`config.mk`:
```
export PLATFORM = sky130hd
export DESIGN_NAME = lcd_update_arbiter
export DESIGN_NICKNAME = d
export VERILOG_FILES = /design/src/rtl/lcd_update_arbiter.sv
export SDC_FILE = /design/constraint.sdc
export NUM_CORES = 1
export LEC_CHECK = 0
export ABC_AREA = 1
export CORE_MARGIN = 2
export CORE_UTILIZATION = 54
export CTS_BUF_LIST = sky130_fd_sc_hd__clkbuf_8
export DETAILED_ROUTE_END_ITERATION = 8
export PLACE_DENSITY = 0.81
export SLEW_MARGIN = 0
export SYNTH_ARGS = -nofsm -noshare
export SYNTH_HDL_FRONTEND = slang
export SYNTH_SLANG_ARGS = --single-unit
export TNS_END_PERCENT = 1
```
`constraint.sdc`:
```
create_clock -name CLK_50M -period 2.4 [get_ports CLK_50M]
set_input_delay 0.24 -clock CLK_50M [delete_from_list [all_inputs] [get_ports CLK_50M]]
set_output_delay 0.24 -clock CLK_50M [all_outputs]
set_load 0.02 [all_outputs]
```
`src/rtl/lcd_update_arbiter.sv`:
```
// ---------------------------------------------------------------------------
// lcd_update_arbiter
//
// Shares the single 11-character LCD line between the calculator result path
// and a status-message path. Requests are arbitrated (round-robin when both
// are present), a message frame is shown for HOLD_CYCLES before the stored
// calculator frame is brought back, selected characters blink with a
// BLINK_DIV half-period, and each finished frame is handed to the LCD driver
// over a valid/ready handshake.
//
// Ports:
//   CLK_50M      in   system clock, rising edge
//   rst_n        in   asynchronous active-low reset
//   req_calc     in   calculator update request (level, held until gnt_calc)
//   calc_frame   in   88-bit calculator frame, char 10 in [87:80], char 0 in [7:0]
//   req_msg      in   status-message update request (level, held until gnt_msg)
//   msg_frame    in   88-bit message frame, same layout
//   blink_mask   in   bit i = 1 makes char i blink
//   gnt_calc     out  one-cycle pulse, calc_frame captured
//   gnt_msg      out  one-cycle pulse, msg_frame captured
//   frame_out    out  frame presented to the LCD driver
//   upd_valid    out  frame_out valid, waiting for upd_ready
//   upd_ready    in   driver accepts frame_out
//   lcd_busy     in   driver still writing the panel
//   showing_msg  out  message frame is the current display source
// ---------------------------------------------------------------------------
module lcd_update_arbiter #(
  parameter int unsigned BLINK_DIV   = 25000000,
  parameter int unsigned HOLD_CYCLES = 100000000
) (
  input  logic        CLK_50M,
  input  logic        rst_n,
  input  logic        req_calc,
  input  logic [87:0] calc_frame,
  input  logic        req_msg,
  input  logic [87:0] msg_frame,
  input  logic [10:0] blink_mask,
  output logic        gnt_calc,
  output logic        gnt_msg,
  output logic [87:0] frame_out,
  output logic        upd_valid,
  input  logic        upd_ready,
  input  logic        lcd_busy,
  output logic        showing_msg
);

  localparam int BW = (BLINK_DIV > 1) ? $clog2(BLINK_DIV) : 1;
  localparam int HW = (HOLD_CYCLES > 0) ? $clog2(HOLD_CYCLES + 1) : 1;

  localparam logic [BW-1:0] BLINK_LAST = BW'(BLINK_DIV - 1);
  localparam logic [BW-1:0] BLINK_ONE  = BW'(1);
  localparam logic [BW-1:0] BLINK_ZERO = BW'(0);
  localparam logic [HW-1:0] HOLD_LOAD  = HW'(HOLD_CYCLES);
  localparam logic [HW-1:0] HOLD_ONE   = HW'(1);
  localparam logic [HW-1:0] HOLD_ZERO  = HW'(0);
  localparam logic [87:0]   SPACES     = {11{8'h20}};

  typedef enum logic [1:0] {
    ST_IDLE = 2'd0,
    ST_SEND = 2'd1,
    ST_WAIT = 2'd2
  } state_t;

  state_t          state_q, state_d;
  logic            enter_send_s;
  logic            grant_calc_s, grant_msg_s;
  logic            hold_expire_s, blink_wrap_s;

  logic [87:0]     calc_shadow_q, calc_shadow_d;
  logic [87:0]     msg_shadow_q, msg_shadow_d;
  logic [HW-1:0]   hold_cnt_q, hold_cnt_d;
  logic            showing_msg_q, showing_msg_d;
  logic [BW-1:0]   blink_cnt_q, blink_cnt_d;
  logic            blink_phase_q, blink_phase_d;
  logic            refresh_pending_q, refresh_pending_d;
  logic            last_msg_q, last_msg_d;      // 1: msg was granted last
  logic            upd_valid_q, upd_valid_d;
  logic            gnt_calc_q, gnt_calc_d;
  logic            gnt_msg_q, gnt_msg_d;
  logic [87:0]     frame_out_q, frame_out_d;
  logic [87:0]     src_frame_s;
  logic [87:0]     comp_frame_s;

  // Arbitration: grants are only issued while idle; ties go to the side not granted last.
  always_comb begin
    grant_calc_s = 1'b0;
    grant_msg_s  = 1'b0;
    if (state_q == ST_IDLE) begin
      if (req_calc && req_msg) begin
        if (last_msg_q) begin
          grant_calc_s = 1'b1;
        end else begin
          grant_msg_s = 1'b1;
        end
      end else if (req_calc) begin
        grant_calc_s = 1'b1;
      end else if (req_msg) begin
        grant_msg_s = 1'b1;
      end else begin
        grant_calc_s = 1'b0;
        grant_msg_s  = 1'b0;
      end
    end else begin
      grant_calc_s = 1'b0;
      grant_msg_s  = 1'b0;
    end
  end

  // FSM next-state logic.
  always_comb begin
    state_d      = state_q;
    enter_send_s = 1'b0;
    case (state_q)
      ST_IDLE: begin
        if (req_calc || req_msg || refresh_pending_q) begin
          state_d      = ST_SEND;
          enter_send_s = 1'b1;
        end else begin
          state_d = ST_IDLE;
        end
      end
      ST_SEND: begin
        if (upd_valid_q && upd_ready) begin
          state_d = ST_WAIT;
        end else begin
          state_d = ST_SEND;
        end
      end
      ST_WAIT: begin
        if (!lcd_busy) begin
          state_d = ST_IDLE;
        end else begin
          state_d = ST_WAIT;
        end
      end
      default: begin
        state_d = ST_IDLE;
      end
    endcase
  end

  // Shadows, round-robin pointer, hold and blink counters, refresh flag.
  always_comb begin
    if (grant_calc_s) begin
      calc_shadow_d = calc_frame;
    end else begin
      calc_shadow_d = calc_shadow_q;
    end

    if (grant_msg_s) begin
      msg_shadow_d = msg_frame;
    end else begin
      msg_shadow_d = msg_shadow_q;
    end

    if (grant_msg_s) begin
      last_msg_d = 1'b1;
    end else if (grant_calc_s) begin
      last_msg_d = 1'b0;
    end else begin
      last_msg_d = last_msg_q;
    end

    // A message grant on the expiry edge wins: it reloads instead of expiring.
    hold_expire_s = 1'b0;
    if (grant_msg_s) begin
      hold_cnt_d    = HOLD_LOAD;
      showing_msg_d = 1'b1;
    end else if (showing_msg_q) begin
      if (hold_cnt_q <= HOLD_ONE) begin
        hold_cnt_d    = HOLD_ZERO;
        showing_msg_d = 1'b0;
        hold_expire_s = 1'b1;
      end else begin
        hold_cnt_d    = hold_cnt_q - HOLD_ONE;
        showing_msg_d = 1'b1;
      end
    end else begin
      hold_cnt_d    = hold_cnt_q;
      showing_msg_d = 1'b0;
    end

    blink_wrap_s = 1'b0;
    if (blink_mask == 11'h000) begin
      blink_cnt_d   = BLINK_ZERO;
      blink_phase_d = 1'b1;
    end else if (blink_cnt_q == BLINK_LAST) begin
      blink_cnt_d   = BLINK_ZERO;
      blink_phase_d = ~blink_phase_q;
      blink_wrap_s  = 1'b1;
    end else begin
      blink_cnt_d   = blink_cnt_q + BLINK_ONE;
      blink_phase_d = blink_phase_q;
    end

    // Events coinciding with entry to SEND are already reflected in the
    // frame composed from the next-state values, so they are not kept.
    if (enter_send_s) begin
      refresh_pending_d = 1'b0;
    end else begin
      refresh_pending_d = refresh_pending_q | hold_expire_s | blink_wrap_s;
    end
  end

  // Output logic: frame composition on SEND entry, handshake and grant pulses.
  always_comb begin
    if (showing_msg_d) begin
      src_frame_s = msg_shadow_d;
    end else begin
      src_frame_s = calc_shadow_d;
    end

    comp_frame_s = src_frame_s;
    for (int i = 0; i < 11; i++) begin
      if (blink_mask[i] && !blink_phase_d) begin
        comp_frame_s[i*8 +: 8] = 8'h20;
      end else begin
        comp_frame_s[i*8 +: 8] = src_frame_s[i*8 +: 8];
      end
    end

    if (enter_send_s) begin
      frame_out_d = comp_frame_s;
    end else begin
      frame_out_d = frame_out_q;
    end

    upd_valid_d = (state_d == ST_SEND);
    gnt_calc_d  = grant_calc_s;
    gnt_msg_d   = grant_msg_s;
  end

  // FSM state register.
  always_ff @(posedge CLK_50M or negedge rst_n) begin
    if (!rst_n) begin
      state_q <= ST_IDLE;
    end else begin
      state_q <= state_d;
    end
  end

  // Datapath and output registers.
  always_ff @(posedge CLK_50M or negedge rst_n) begin
    if (!rst_n) begin
      calc_shadow_q     <= SPACES;
      msg_shadow_q      <= SPACES;
      hold_cnt_q        <= HOLD_ZERO;
      showing_msg_q     <= 1'b0;
      blink_cnt_q       <= BLINK_ZERO;
      blink_phase_q     <= 1'b1;
      refresh_pending_q <= 1'b0;
      last_msg_q        <= 1'b0;
      upd_valid_q       <= 1'b0;
      gnt_calc_q        <= 1'b0;
      gnt_msg_q         <= 1'b0;
      frame_out_q       <= SPACES;
    end else begin
      calc_shadow_q     <= calc_shadow_d;
      msg_shadow_q      <= msg_shadow_d;
      hold_cnt_q        <= hold_cnt_d;
      showing_msg_q     <= showing_msg_d;
      blink_cnt_q       <= blink_cnt_d;
      blink_phase_q     <= blink_phase_d;
      refresh_pending_q <= refresh_pending_d;
      last_msg_q        <= last_msg_d;
      upd_valid_q       <= upd_valid_d;
      gnt_calc_q        <= gnt_calc_d;
      gnt_msg_q         <= gnt_msg_d;
      frame_out_q       <= frame_out_d;
    end
  end

  assign gnt_calc    = gnt_calc_q;
  assign gnt_msg     = gnt_msg_q;
  assign frame_out   = frame_out_q;
  assign upd_valid   = upd_valid_q;
  assign showing_msg = showing_msg_q;

endmodule

```
Yosys cells after proc, flatten, opt, wreduce, memory -nomap -nowiden
Cells that the tools add are included.
Widths: inputs -> output; s select.
Cells by class
  mux-type cells: 47
  bitwise logic cells: 3
  reduce and logical (&&, ||, !) cells: 20
  $lt $le $gt $ge: 1
  equal/unequal tests: 4
  add/subtract/negate cells: 2
Operator list (count)
  $mux 88: 3
  $mux 8: 11
  $mux 27: 3
  $mux 25: 2
  $le 27x1->1 const B: 1
  $sub 27x1->27 const B: 1
  $add 25x1->25 const B: 1
  $eq 25x25->1 const B: 1
  $mux 1: 25
  $logic_and 1x1->1: 13
  $logic_not 11->1: 1
  $pmux 2 s3: 1
  $eq 2x1->1 const B: 2
  $mux 2: 2
  $reduce_bool 2->1: 2
  $eq 2x2->1 const B: 1
  $logic_not 2->1: 1
  $logic_or 1x1->1: 2
  $or 1x1->1: 2
  $logic_not 1->1: 1
  $not 1->1: 1
Storage, ports and cells
  logic and storage cells: 90
  output and inout port bits: 92
  bits of input ports: 193
  bits in registers: 325

Logic depth before layout (Yosys ltp)
Gate-level depths: netlist of run 1.
  word-level depth: 8
  mapped depth: 15
  depth with buffers taken out: 13

Worst setup path before layout of run 1
OpenSTA, ideal clock, no wires.
  kind: register to register
  start point: register hold_cnt_q[0]
  end point: register hold_cnt_q[18]
  data required time: 2.266 ns
  stages on the path, launching flop included: 11
  buffers on the path: 0
  arrival time: 1.646 ns
  setup time: 0.134 ns
  path slack: 0.620 ns
  period minus slack after synthesis: 1.780 ns
  cells stage by stage: dfrtp_1 inv_1 ha_1 nand3_1 inv_1 nand2_1 nor2_1 inv_1 nor3_1 xor2_1 o21ai_0
On the way
  word-level cells in the longest chain between the ends: 4
  elaborated cells on any way between the ends: 5
  classes of those cells: add/sub: 1; order compare: 1; mux: 3
RTL lines
  start, declared: line 71  | logic [HW-1:0] hold_cnt_q, hold_cnt_d;
  start signal, assigned: line 260  | hold_cnt_q <= hold_cnt_d;
  $sub 27x1->27 or $le 27x1->1 (tied branches): line 175, 170
  $mux 27 (*): line 170  | if (hold_cnt_q <= HOLD_ONE) begin
  $mux 27 (*): line 169  | end else if (showing_msg_q) begin
  $mux 27 (*): line 166  | if (grant_msg_s) begin
Every way passes the cells marked *; elsewhere a longest branch is shown, timed or not. The select of a mux whose other input is x is not followed.
A chain may end at the register's enable or synchronous reset.

Worst setup path in the final report of run 1
  start point: register blink_cnt_q[0]
  end point: register frame_out_q[64], in the netlist frame_out[64]
On the way
  word-level cells in the longest chain between the ends: 6
RTL lines
  start, declared: line 73  | logic [BW-1:0] blink_cnt_q, blink_cnt_d;
  start signal, assigned: line 262  | blink_cnt_q <= blink_cnt_d;
  $eq 25x25->1: line 187  | end else if (blink_cnt_q == BLINK_LAST) begin
  $mux 1: line 187
  $mux 1: line 184  | if (blink_mask == 11'h000) begin
  $logic_not 1->1: line 215  | if (blink_mask[i] && !blink_phase_d) begin
  $logic_and 1x1->1: line 215
  $mux 8: line 215
  end signal, assigned: line 269  | frame_out_q <= frame_out_d;
  end, declared: line 80  | logic [87:0] frame_out_q, frame_out_d;
Every way passes these cells.

==> summary by stage, run 1 <==
Outcome
The flow ran to the end, and the final reports show no timing, DRC or antenna violations.

Worst setup path
The largest fanout on the critical path is 10. The critical path endpoint category is a register. At the worst endpoint, the arrival time is 2720 ps. For this design, the slowest cell found on the critical path is sky130_fd_sc_hd__dfrtp_1. STA classifies the critical path startpoint as a register.

Walking the worst path, the cells encountered are ha_1, nand2_1, nor2_1, nand3_1, nor2_1, nand3_1, buf_4, nand4_1, inv_1, nor2_2, nand2_1, nand2_1. The number of buffer and inverter stages on the critical path is 2. At the worst endpoint, the required time is 2910 ps. On the worst path, the slowest cell contributes a delay of 380 ps. The top cell family by delay on the critical path is simple AND/OR/NAND/NOR gates. The category of the most critical setup path is register to register. The most numerous cell type found on the critical path is sky130_fd_sc_hd__nand2_1.

Logic synthesis
By area the synthesized netlist is led by sky130_fd_sc_hd__dfrtp_1 49%, sky130_fd_sc_hd__nand2_1 26%, sky130_fd_sc_hd__dfstp_2 6.0%, sky130_fd_sc_hd__nand3_1 3.9%, sky130_fd_sc_hd__nor2_1 2.6%. The count of mapped cells out of synthesis is 1920. Summed over all instances, the cell type with the most area after synthesis is sky130_fd_sc_hd__dfrtp_1. The distinct cell type count of the synthesized netlist is 38. The number of warnings printed during yosys synthesis is 0.

The synthesized netlist occupies a cell area of 0.0148 mm2. The share of synthesized area in the top cell type comes to 49.1%. Of the synthesized area, sequential elements account for 55.1%.

The async set-reset flop share out of synthesis is 100%. The flip-flop and latch count after synthesis is 325. Synthesis produced a netlist with a net count of 2116. The most frequently used flop master after synthesis is sky130_fd_sc_hd__dfrtp_1.

The mean cell area of the mapped netlist is 7.73 um2. In this run, synthesis inferred 0 flip-flops with an integrated enable.

CTS
The clock reaches the later pin of the worst-skew pair after 590 ps. Counting the buffers created by CTS gives 51. The maximum level of the CTS H-tree is 2. CTS placed an instance of sky130_fd_sc_hd__clkbuf_8 at the clock tree root. Once the clock tree was built, the setup fixing pass inserted 0 buffers. After clock tree synthesis, the clock-pin slew on the worst setup and hold paths is 60 ps. The TritonCTS sink count is 325. The maximum root-to-sink buffer count is 3. TritonCTS built the clock tree.

Floorplan
The die covers 0.0288 mm2. The initialized floorplan defines 60 standard-cell rows. 285 I/O pins were placed.

The die outline height is 170 um. The die outline width is 170 um. The total core area is 0.0270 mm2. The initial utilization of the core area, before any placement, comes to 55.0%.

Timing
The total negative slack for setup checks is 0 ps. Across the routed clock network, the largest skew measured is 34.6 ps. Subtracting the final worst setup slack from the clock period gives 2210 ps. Setup repair after global routing left no endpoint under its margin. In this run the tightest slew margin relative to its limit is 60.4%. Based on the critical path, the design can be clocked at up to 453 MHz. The slew at the pin closest to its max-slew limit is 594 ps. The final-report max-slew violation count is 0. The post-route clock period utilization is 92.1%.

The hold violation total from the final report is 0. Setup violations remaining at the end of the flow were counted as 0.

Cells and area
After the last flow step, the layout net total stands at 2398. The signed area change from the synthesized netlist to the final layout is 29.6%. The filler cell count is 2087. Of the cells placed in the final design, the portion with a size suffix greater than 1 is 7.89%.

Place
The port buffer count is 284. The global placer's final weighted congestion is 0.878. The HPWL after detailed placement is 28600 um.

Route
After detailed routing, the average wire length per cell comes to 16.4 um. For this run, the detailed router's first-pass iteration total came to 8. Detailed routing inserted a total of 13626 vias.

Summed over all layers, the routed wires come to 42500 um. The final routed DRC violation total is 0. The number of nets with antenna violations after detailed routing is 0. The first routing iteration left 1116 violations. In the routed layout, each cell is associated on average with a via count of 5.26.

Global route
The number of global-route vias before repair is 13667. The overall track demand over capacity in global routing is 29.7%. Global routing finished with a remaining overflow of 0. The largest net degree at the start of global routing is 78. The number of antenna violations at the first check in global routing is 6.

The first global-routing pass estimated 68400 um of wire.

Power and ir drop
Summing internal, switching and leakage power gives 22.6 mW. The total internal power is 13.8 mW. The share of total power in combinational logic is 40.5%.

The proportion of power drawn by the clock network is 20.4%. The leakage power is 9.98 nW. The power spent charging and discharging nets is 8.76 mW. The switching share of total power is 38.8%.

The largest vdd supply drop is 0.684 mV. Per report_power, the sequential group accounts for 39.1% of the total. The power density of the placed cells is 1180 mW/mm2.

Hold path
The tightest min-delay check is of the input pin to register type.

Job
The tool flagged a number of max-cap violations equal to 0.
==> metrics by stage <==
stage	worst slack [ps]	hold WS [ps]	cell area [um2]	util, %	std cells
final	191	176	19200	71.3	2590
after global placement	179	253	18200	67.4	2489
after global routing	26.5	176	19200	71.3	2589
after CTS	181	160	19200	71.2	2585
after detailed placement	127	257	18200	67.4	2489
after floorplan	620	-55.6	14800	-	1920
==> layout by cell type, fill, tap and decap left out, types with 2 or more instances in the layout <==
master	synthesis	final
sky130_fd_sc_hd__o21a_1	3	3
sky130_fd_sc_hd__a31oi_1	2	2
sky130_fd_sc_hd__nand3_1	117	117
sky130_fd_sc_hd__buf_12	0	16
sky130_fd_sc_hd__nor2_1	102	101
sky130_fd_sc_hd__ha_1	3	3
sky130_fd_sc_hd__clkdlybuf4s50_1	0	283
sky130_fd_sc_hd__nor2_4	2	2
sky130_fd_sc_hd__bufinv_16	0	2
sky130_fd_sc_hd__buf_4	3	16
sky130_fd_sc_hd__nor2_2	8	9
sky130_fd_sc_hd__nor3b_1	2	2
sky130_fd_sc_hd__nor3_1	19	18
sky130_fd_sc_hd__nor3_2	1	2
sky130_fd_sc_hd__xor2_1	23	23
sky130_fd_sc_hd__nor4_1	2	2
sky130_fd_sc_hd__dfstp_2	34	34
sky130_fd_sc_hd__nand2_1	1041	1039
sky130_fd_sc_hd__diode_2	0	5
sky130_fd_sc_hd__dfrtp_1	291	291
sky130_fd_sc_hd__nand3_4	1	2
sky130_fd_sc_hd__inv_2	23	21
sky130_fd_sc_hd__o22ai_1	12	12
sky130_fd_sc_hd__nand2_2	2	3
sky130_fd_sc_hd__o221ai_1	3	3
sky130_fd_sc_hd__and2_1	4	4
sky130_fd_sc_hd__nand4_1	19	19
sky130_fd_sc_hd__inv_1	66	95
sky130_fd_sc_hd__clkbuf_8	0	59
sky130_fd_sc_hd__clkinv_2	0	5
sky130_fd_sc_hd__o21ai_0	20	20
sky130_fd_sc_hd__o211ai_1	2	2
sky130_fd_sc_hd__nand2_4	1	2
sky130_fd_sc_hd__a21oi_1	23	23
==> repair_timing <==
item                                    CTS  global route
endpoints found under the setup margin    0             3
hold endpoints to repair                 58             0
hold buffers                              1             0
gates resized for setup                   0             3
==> final cells by class <==
type | count | area [um2] | share of cell area, %
sequential | 325 | 8180 | 42.5
timing repair buffer | 317 | 3300 | 17.2
antenna | 5 | 12.5 | 0.0651
multi-input combinational | 1417 | 5950 | 31.0
clock inverter | 36 | 200 | 1.04
inverter | 90 | 340 | 1.77
clock buffer | 59 | 812 | 4.23
tap | 341 | 427 | 2.22
==> worst min-delay path: cells and delay by family <==
kind          cells  cell delay (ps)
buf+inv           1              390
simple gates      2              120
==> layer usage <==
| metal | GRT usage (%) | vias to the layer above | wire length [um] |
|---|---|---|---|
| li1 | - | 6530 | - |
| met1 | 39.0 | 6401 | 17500 |
| met2 | 48.2 | 585 | 19800 |
| met3 | 6.37 | 108 | 3670 |
| met4 | 12.6 | 2 | 1580 |
| met5 | 0 | - | 13 |
==> logic make-up (layout without fill, tap and decap cells) <==
| logic type | after synthesis | after routing | synth area share, % |
|---|---|---|---|
| and+or+nand+nor | 1323 | 1323 | 35.6 |
| DFF | 325 | 325 | 55.1 |
| buffers and inverters | 178 | 502 | 4.99 |
| AOI/OAI and AO/OA | 67 | 67 | 2.61 |
| xor gates and xnor gates | 24 | 24 | 1.42 |
| adders and majority gates | 3 | 3 | 0.253 |
| other | 0 | 5 | 0 |
==> flip-flops by register name, indices dropped and copies added (netlist names) <==
register and count:
calc_shadow_q 88, frame_out 88, msg_shadow_q 88, hold_cnt_q 27, blink_cnt_q 25, state_q 2, blink_phase_q 1, gnt_calc 1
gnt_msg 1, last_msg_q 1, refresh_pending_q 1, showing_msg 1, upd_valid 1
==> worst paths after layout <==
check / from / endpoint / slack, ps / cells after the start
worst max-delay path: blink_cnt_q[0] / frame_out[64] / 190 / 12
worst max register to register: blink_cnt_q[0] / frame_out[64] / 190 / 12
min in group asynchronous: rst_n / msg_shadow_q[66] / 220 / 2
worst min-delay path: calc_frame[37] / calc_shadow_q[37] / 180 / 3
max in group asynchronous: rst_n / frame_out[37] / 1370 / 3
worst min register to register: msg_shadow_q[44] / msg_shadow_q[44] / 480 / 2
==> power groups by stage <==
stage	registers, mW	logic [mW]	clock network [mW]
detailed placement	8.90	9.09	0
global placement	8.84	8.83	0
finish	8.85	9.15	4.61
CTS	8.85	9.17	4.67
global route	9.07	10.2	4.91
floorplan	9.48	4.90	0
==> Yosys cell counts (19+ instances only) <==
library cell               instances
sky130_fd_sc_hd__nand2_1        1041
sky130_fd_sc_hd__nand3_1         117
sky130_fd_sc_hd__buf_2            30
sky130_fd_sc_hd__o21ai_0          20
sky130_fd_sc_hd__dfstp_2          34
sky130_fd_sc_hd__nor2_1          102
sky130_fd_sc_hd__nand4_1          19
sky130_fd_sc_hd__inv_1            66
sky130_fd_sc_hd__nor3_1           19
sky130_fd_sc_hd__clkbuf_1         48
sky130_fd_sc_hd__a21oi_1          23
sky130_fd_sc_hd__xor2_1           23
sky130_fd_sc_hd__dfrtp_1         291
sky130_fd_sc_hd__inv_2            23
Note: power is estimated with default switching activity, not from simulation.
==> run 2: changes to the inputs <==
clock period = 2.3 ns   (was 2.4 ns; I/O delays follow)
==> summary by stage, run 2 (synthesized netlist as in run 1, its figures left out) <==
Global route
The overall track demand over capacity in global routing is 29.8% (+0.095 points). The largest net degree at the start of global routing is 88 (+13%). The number of antenna violations at the first check in global routing is 6 (unchanged). The wire length of the first global-routing pass was 68800 um (+0.65%). The number of global-route vias before repair was 13901 (+1.7%). The global-route congestion overflow total came to 0 (unchanged).

Route
The number of DRC markers in iteration 0 is 1109 (-0.63%). The final routed DRC violation total is 0 (unchanged). The detailed-routing iteration count for the pre-antenna-repair pass is 5 (-3). The overall via count from detail_route is 13738 (+0.82%). The number of nets with antenna violations after detailed routing was 0 (unchanged).

The post-detailed-routing wire length came to 42500 um (about the same). The routed length per placed instance is 16.3 um (-0.78%). The routed via count divided by cell count is 5.27 (+0.13%).

Worst setup path
The critical path's largest stage delay was 420 ps (+40 ps). The category of the most critical setup path is register to register. The critical path endpoint category is a register. For this design, the slowest cell found on the critical path is sky130_fd_sc_hd__dfrtp_1.

The endpoint required time on the critical path is 2760 ps (-150 ps). The signal on the critical path passes through nor2_1, nand2_1, inv_2, nand2_1, nor2_1, nand2_1, nand3_4, nand2_4, buf_4, nand2_1, nand2_1, nand2_1, nand2_1. The element type at the critical path start is a register. The arrival time of the worst setup path is 2600 ps (-120 ps). The largest fanout on the critical path is 20 (+10). The cell repeated most along the worst path is sky130_fd_sc_hd__nand2_1.

Floorplan
The total core area is 0.0270 mm2 (unchanged). The I/O pin count was 285 (unchanged). The die outline width is 170 um (unchanged). The area of the die is 0.0288 mm2 (unchanged). The die outline height is 170 um (unchanged). The number of placement rows is 60 (unchanged).

The starting density of the core is 55.0% (unchanged).

Timing
The final-report max-slew violation count was 0 (unchanged). The top achievable clock speed is 467 MHz (+3.2%). The post-route clock period utilization is 93.1% (+1.0 points). The clock skew after layout is 35.8 ps (+1.23 ps).

The headroom to the max-slew limit is 57.1% (-3.3 points). The slew at the pin closest to its max-slew limit was 644 ps (+49.7 ps). The total negative slack for setup checks is 0 ps (unchanged). The setup violation total in the final timing report was 0 (unchanged). Setup repair after global routing left no endpoint under its margin.

The minimum clock period was 2140 ps (-69.2 ps). The hold violation total from the final report is 0 (unchanged). The worst hold slack after final layout is 177 ps (+0.421 ps).

Job
The total of max-cap violations came to 0 (unchanged).

Cells and area
The number of nets in the finished design came to 2416 (+0.75%). From synthesis to final layout, the design area changed by 30.8%. Leaving out fill and tap cells, the most frequent cells in the layout are 1039 x sky130_fd_sc_hd__nand2_1, 291 x sky130_fd_sc_hd__dfrtp_1, 283 x sky130_fd_sc_hd__clkdlybuf4s50_1. The share of layout cells above drive strength 1 is 8.88% (+0.99 points). The register cell area after layout was 0.00818 mm2 (unchanged). The filler cell count was 2061 (-1.2%).

The area of the multi-input gates is 0.00596 mm2 (about the same). Leaving out fill and tap cells, the most frequent cell in the layout is sky130_fd_sc_hd__nand2_1.

Hold path
The tightest min-delay check is of the input pin to register type.

Power and ir drop
The power density of the placed cells came to 1220 mW/mm2 (+3.9%). The leakage power is 10.1 nW (+0.81%). The largest vdd supply drop came to 0.711 mV (+3.9%).

Place
The port buffer count is 284 (unchanged). The global placer's final weighted congestion is 0.920 (+4.8%). The sum of net half-perimeters after detailed placement is 29600 um (+3.4%).

CTS
The total clock buffers created by CTS was 52 (+2.0%). The maximum root-to-sink buffer count was 3 (unchanged). The maximum level of the CTS H-tree came to 2 (unchanged).

TritonCTS built the clock tree. The clock insertion delay at the later pin of the skew report is 590 ps (about the same). The TritonCTS sink count is 325 (unchanged). The clock slew at the register clock pins of the worst setup and hold paths was 60 ps (about the same). The root cell of the clock tree is sky130_fd_sc_hd__clkbuf_8.

Outcome
The run finished with clean final reports.
[run 2: cell types whose count changed in the layout (fill, tap and decap cells not counted), sizes merged]
cell / before / now
buf: 33 / 50
clkinvlp: 1 / 2
clkinv: 6 / 9
clkbuf: 59 / 64
diode: 5 / 4
inv: 117 / 111
bufinv: 2 / 1
[run 2: final cells by class]
cell class	count	share of cell area [%]
tap	341	2.20
inverter	90	1.75
sequential	325	42.1
antenna	4	0.0516
timing repair buffer	334	17.7
clock buffer	64	4.54
clock inverter	33	0.851
multi-input combinational	1417	30.7
[run 2: worst max-delay path: cells and delay by family, from the launching register on]
kind,cells,cell delay (ps)
buffers and inverters,2,360
DFF,1,420
and+or+nand+nor,11,1240
[run 2: layer usage]
layer / track usage, % / routed length (um)
met1: 39.7 / 18000
met5: 0 / 26
met2: 48.4 / 19700
met4: 11.1 / 1280
met3: 6.30 / 3470
[run 2: worst paths after layout]
path	startpoint	end	slack, ps	cells past startpoint
setup / recovery	hold_cnt_q[15]	frame_out[9]	160	13
setup reg to reg	hold_cnt_q[15]	frame_out[9]	160	13
hold reg to reg	blink_cnt_q[0]	blink_cnt_q[0]	470	1
hold / removal	calc_frame[53]	calc_shadow_q[53]	180	3
min in group asynchronous	rst_n	msg_shadow_q[60]	250	2
max in group asynchronous	rst_n	calc_shadow_q[85]	1300	3
[run 2: repair_timing]
action | CTS | global route
buffers inserted | 0 | 0
hold endpoints to repair | 42 | 0
gates resized for setup | 0 | 5
hold buffers | 1 | 0
setup endpoints to repair | 0 | 72
[run 2: through the flow]
step	power [mW]	instance area, um2	utilization (%)	worst slack, ps	std cells
finish	23.7	19400	72.0	160	2608
global route	25.4	19400	72.0	9.74	2608
CTS	23.7	19400	71.9	82.6	2604
detailed placement	18.8	18300	67.9	17.0	2506
global placement	18.4	18300	67.9	103	2506
floorplan	15.0	14800	-	520	1920
[run 2: report_power, final]
group | leakage [nW] | switching [mW] | total [mW] | internal [mW]
registers | 3.98 | 0.979 | 9.22 | 8.24
logic | 5.46 | 5.95 | 9.61 | 3.66
clock network | 0.626 | 2.25 | 4.87 | 2.62
total | 10.1 | 9.18 | 23.7 | 14.5
==> run 3: changes to the inputs <==
RECOVER_POWER = 100   (was unset)
==> summary by stage, run 3 (synthesized netlist as in run 1, its figures left out) <==
CTS
The total clock buffers created by CTS was 52 (unchanged). The maximum level of the CTS H-tree is 2 (unchanged). CTS placed an instance of sky130_fd_sc_hd__clkbuf_8 at the clock tree root. The clock tree from TritonCTS is done. The maximum root-to-sink buffer count is 3 (unchanged). The TritonCTS sink count is 325 (unchanged). The clock insertion delay at the later pin of the skew report is 580 ps (about the same).

The clock slew at the register clock pins of the worst setup and hold paths is 70 ps (about the same).

Timing
The final-report max-slew violation count came to 75 (+75). The post-route clock period utilization is 93.8% (+0.76 points). The slew at the pin closest to its max-slew limit is 1810 ps (+1170 ps). The headroom to the max-slew limit came to -20.9% (-78 points).

The clock skew after layout came to 34.8 ps (-1.07 ps). The minimum clock period came to 2160 ps (+17.6 ps). The total negative slack for setup checks is 0 ps (unchanged). The top achievable clock speed is 463 MHz (-0.82%). The hold violation total from the final report was 0 (unchanged). The setup violation total in the final timing report came to 0 (unchanged).

Setup repair after global routing left no endpoint under its margin.

Global route
The number of global-route vias before repair is 13901 (unchanged). The overall track demand over capacity in global routing came to 29.8% (unchanged). The number of antenna violations at the first check in global routing was 7 (+1). The busiest layer in global routing is met2. The global-route track usage on met2 was 48.4% (unchanged). The global routing usage on met3 is 6.30% (unchanged).

The met1 layer usage reported by global route is 39.7% (unchanged). The wire length of the first global-routing pass is 68800 um (unchanged). The largest net degree at the start of global routing came to 88 (unchanged). The global-route congestion overflow total was 0 (unchanged).

Power and ir drop
The sequential fraction of design power is 39.3% (+0.4 points). The overall power consumption is 23.4 mW (-1.4%). The power density of the placed cells is 1210 mW/mm2 (-0.80%). The power spent charging and discharging nets is 9.12 mW (-0.65%).

The share of total power in combinational logic was 39.8% (-0.8 points). The proportion of power drawn by the clock network is 20.9% (+0.3 points). The leakage power is 10.1 nW (+0.85%). The total internal power is 14.3 mW (-1.9%). The largest vdd supply drop is 0.698 mV (-1.8%). The switching share of total power came to 39.0% (+0.30 points).

Place
The area after detailed placement is 0.0183 mm2 (unchanged). The port buffer count came to 284 (unchanged). The global placer's final weighted congestion was 0.920 (unchanged). The sum of net half-perimeters after detailed placement is 29600 um (unchanged).

Worst setup path
The critical path endpoint category is a register. The critical path's largest stage delay came to 430 ps (about the same). The largest fanout on the critical path is 9 (-55%).

The highest-delay cell along the critical path is sky130_fd_sc_hd__clkbuf_1. The endpoint required time on the critical path was 2750 ps (about the same). The arrival time of the worst setup path is 2600 ps (about the same). The element type at the critical path start is a register. The category of the most critical setup path is register to register.

The critical path goes through ha_1, nand3_1, nor3_1, clkbuf_1, nand3_1, nand2_1, clkbuf_1, a21oi_1, o21a_1.

Floorplan
The I/O pin count is 285 (unchanged). The total core area is 0.0270 mm2 (unchanged). The area of the die is 0.0288 mm2 (unchanged). The die outline height came to 170 um (unchanged).

The die outline width is 170 um (unchanged). The starting density of the core is 55.0% (unchanged). The number of placement rows is 60 (unchanged).

Route
The overall via count from detail_route is 13733 (-0.036%). The detailed-routing iteration count for the pre-antenna-repair pass was 7 (+2). The post-detailed-routing wire length was 42400 um (-0.22%). The number of nets with antenna violations after detailed routing is 0 (unchanged). The routed length per placed instance is 16.2 um (-0.26%). The final routed DRC violation total is 0 (unchanged). The number of DRC markers in iteration 0 is 1198 (+8.0%). The routed via count divided by cell count was 5.26 (about the same).

Cells and area
The library cells used most frequently in the layout, excluding fill and tap cells, are 1039 x sky130_fd_sc_hd__nand2_1, 291 x sky130_fd_sc_hd__dfrtp_1, 190 x sky130_fd_sc_hd__clkdlybuf4s50_1. The number of nets in the finished design is 2416 (unchanged). From synthesis to final layout, the design area changed by 30.0%.

The share of the core filled with cells in the final layout is 71.5% (-0.45 points). The cell area after layout is 0.0193 mm2 (-0.63%). The share of layout cells above drive strength 1 is 8.48% (-0.40 points). Leaving out fill and tap cells, the most frequent cell in the layout is sky130_fd_sc_hd__nand2_1.

Job
The total of max-cap violations is 1 (+1).

Outcome
The flow ran to the end, but the final reports show violations. The final reports fail on capacitance limit, slew limit.

Hold path
The kind of path behind the tightest hold check is input pin to register.
[run 3: worst paths after layout]
kind | slack, ps | end | depth (start not counted) | from
max | 140 | blink_cnt_q[11] | 9 | blink_cnt_q[0]
min | 180 | calc_shadow_q[53] | 3 | calc_frame[53]
max reg2reg | 140 | blink_cnt_q[11] | 9 | blink_cnt_q[0]
min reg2reg | 470 | blink_cnt_q[0] | 1 | blink_cnt_q[0]
max in group asynchronous | 350 | msg_shadow_q[44] | 3 | rst_n
min in group asynchronous | 700 | msg_shadow_q[70] | 2 | rst_n
[run 3: repair_timing]
action | CTS | global route
buffers inserted | 0 | 0
resized for setup | 0 | 5
hold buffers | 1 | 0
hold endpoints to repair | 42 | 0
endpoints found under the setup margin | 0 | 72
[run 3: power by group through the flow]
stage / clock network [mW] / registers, mW / logic, mW
floorplan: 0 / 9.90 / 5.12
global placement: 0 / 9.21 / 9.23
detailed placement: 0 / 9.26 / 9.51
CTS: 4.95 / 9.21 / 9.58
global route: 5.24 / 9.41 / 10.4
finish: 4.88 / 9.18 / 9.30
[run 3: critical path, delay by kind of cell, from the launching register on]
kind                     cells  cell delay (ps)
flip-flops                   1              370
buffers and inverters        2              640
adder cells (fa/ha/maj)      1              210
AO/OA/AOI/OAI                2              220
AND/OR/NAND/NOR              4              610
[run 3: through the flow]
stage	hold WS, ps	std cells	setup slack (ps)
6_report	179	2609	142
5_1_grt	161	2608	7.26
4_1_cts	155	2604	82.6
3_5_place_dp	266	2506	17.0
3_3_place_gp	270	2506	103
2_1_floorplan	-65.6	1920	520
[run 3: cell type report]
type / instances / area (um2)
Sequential cell: 325 / 8180
Multi-Input combinational cell: 1417 / 5940
Antenna cell: 5 / 12.5
Fill cell: 2087 / 7670
Inverter: 90 / 340
Clock inverter: 33 / 165
Tap cell: 341 / 427
Clock buffer: 64 / 881
Timing Repair Buffer: 334 / 3340
[run 3: metal layers]
layer / vias to the layer above / routed length (um)
met4: 4 / 1280
met1: 6487 / 17800
met5: - / 26
met2: 587 / 19800
li1: 6566 / -
met3: 89 / 3480
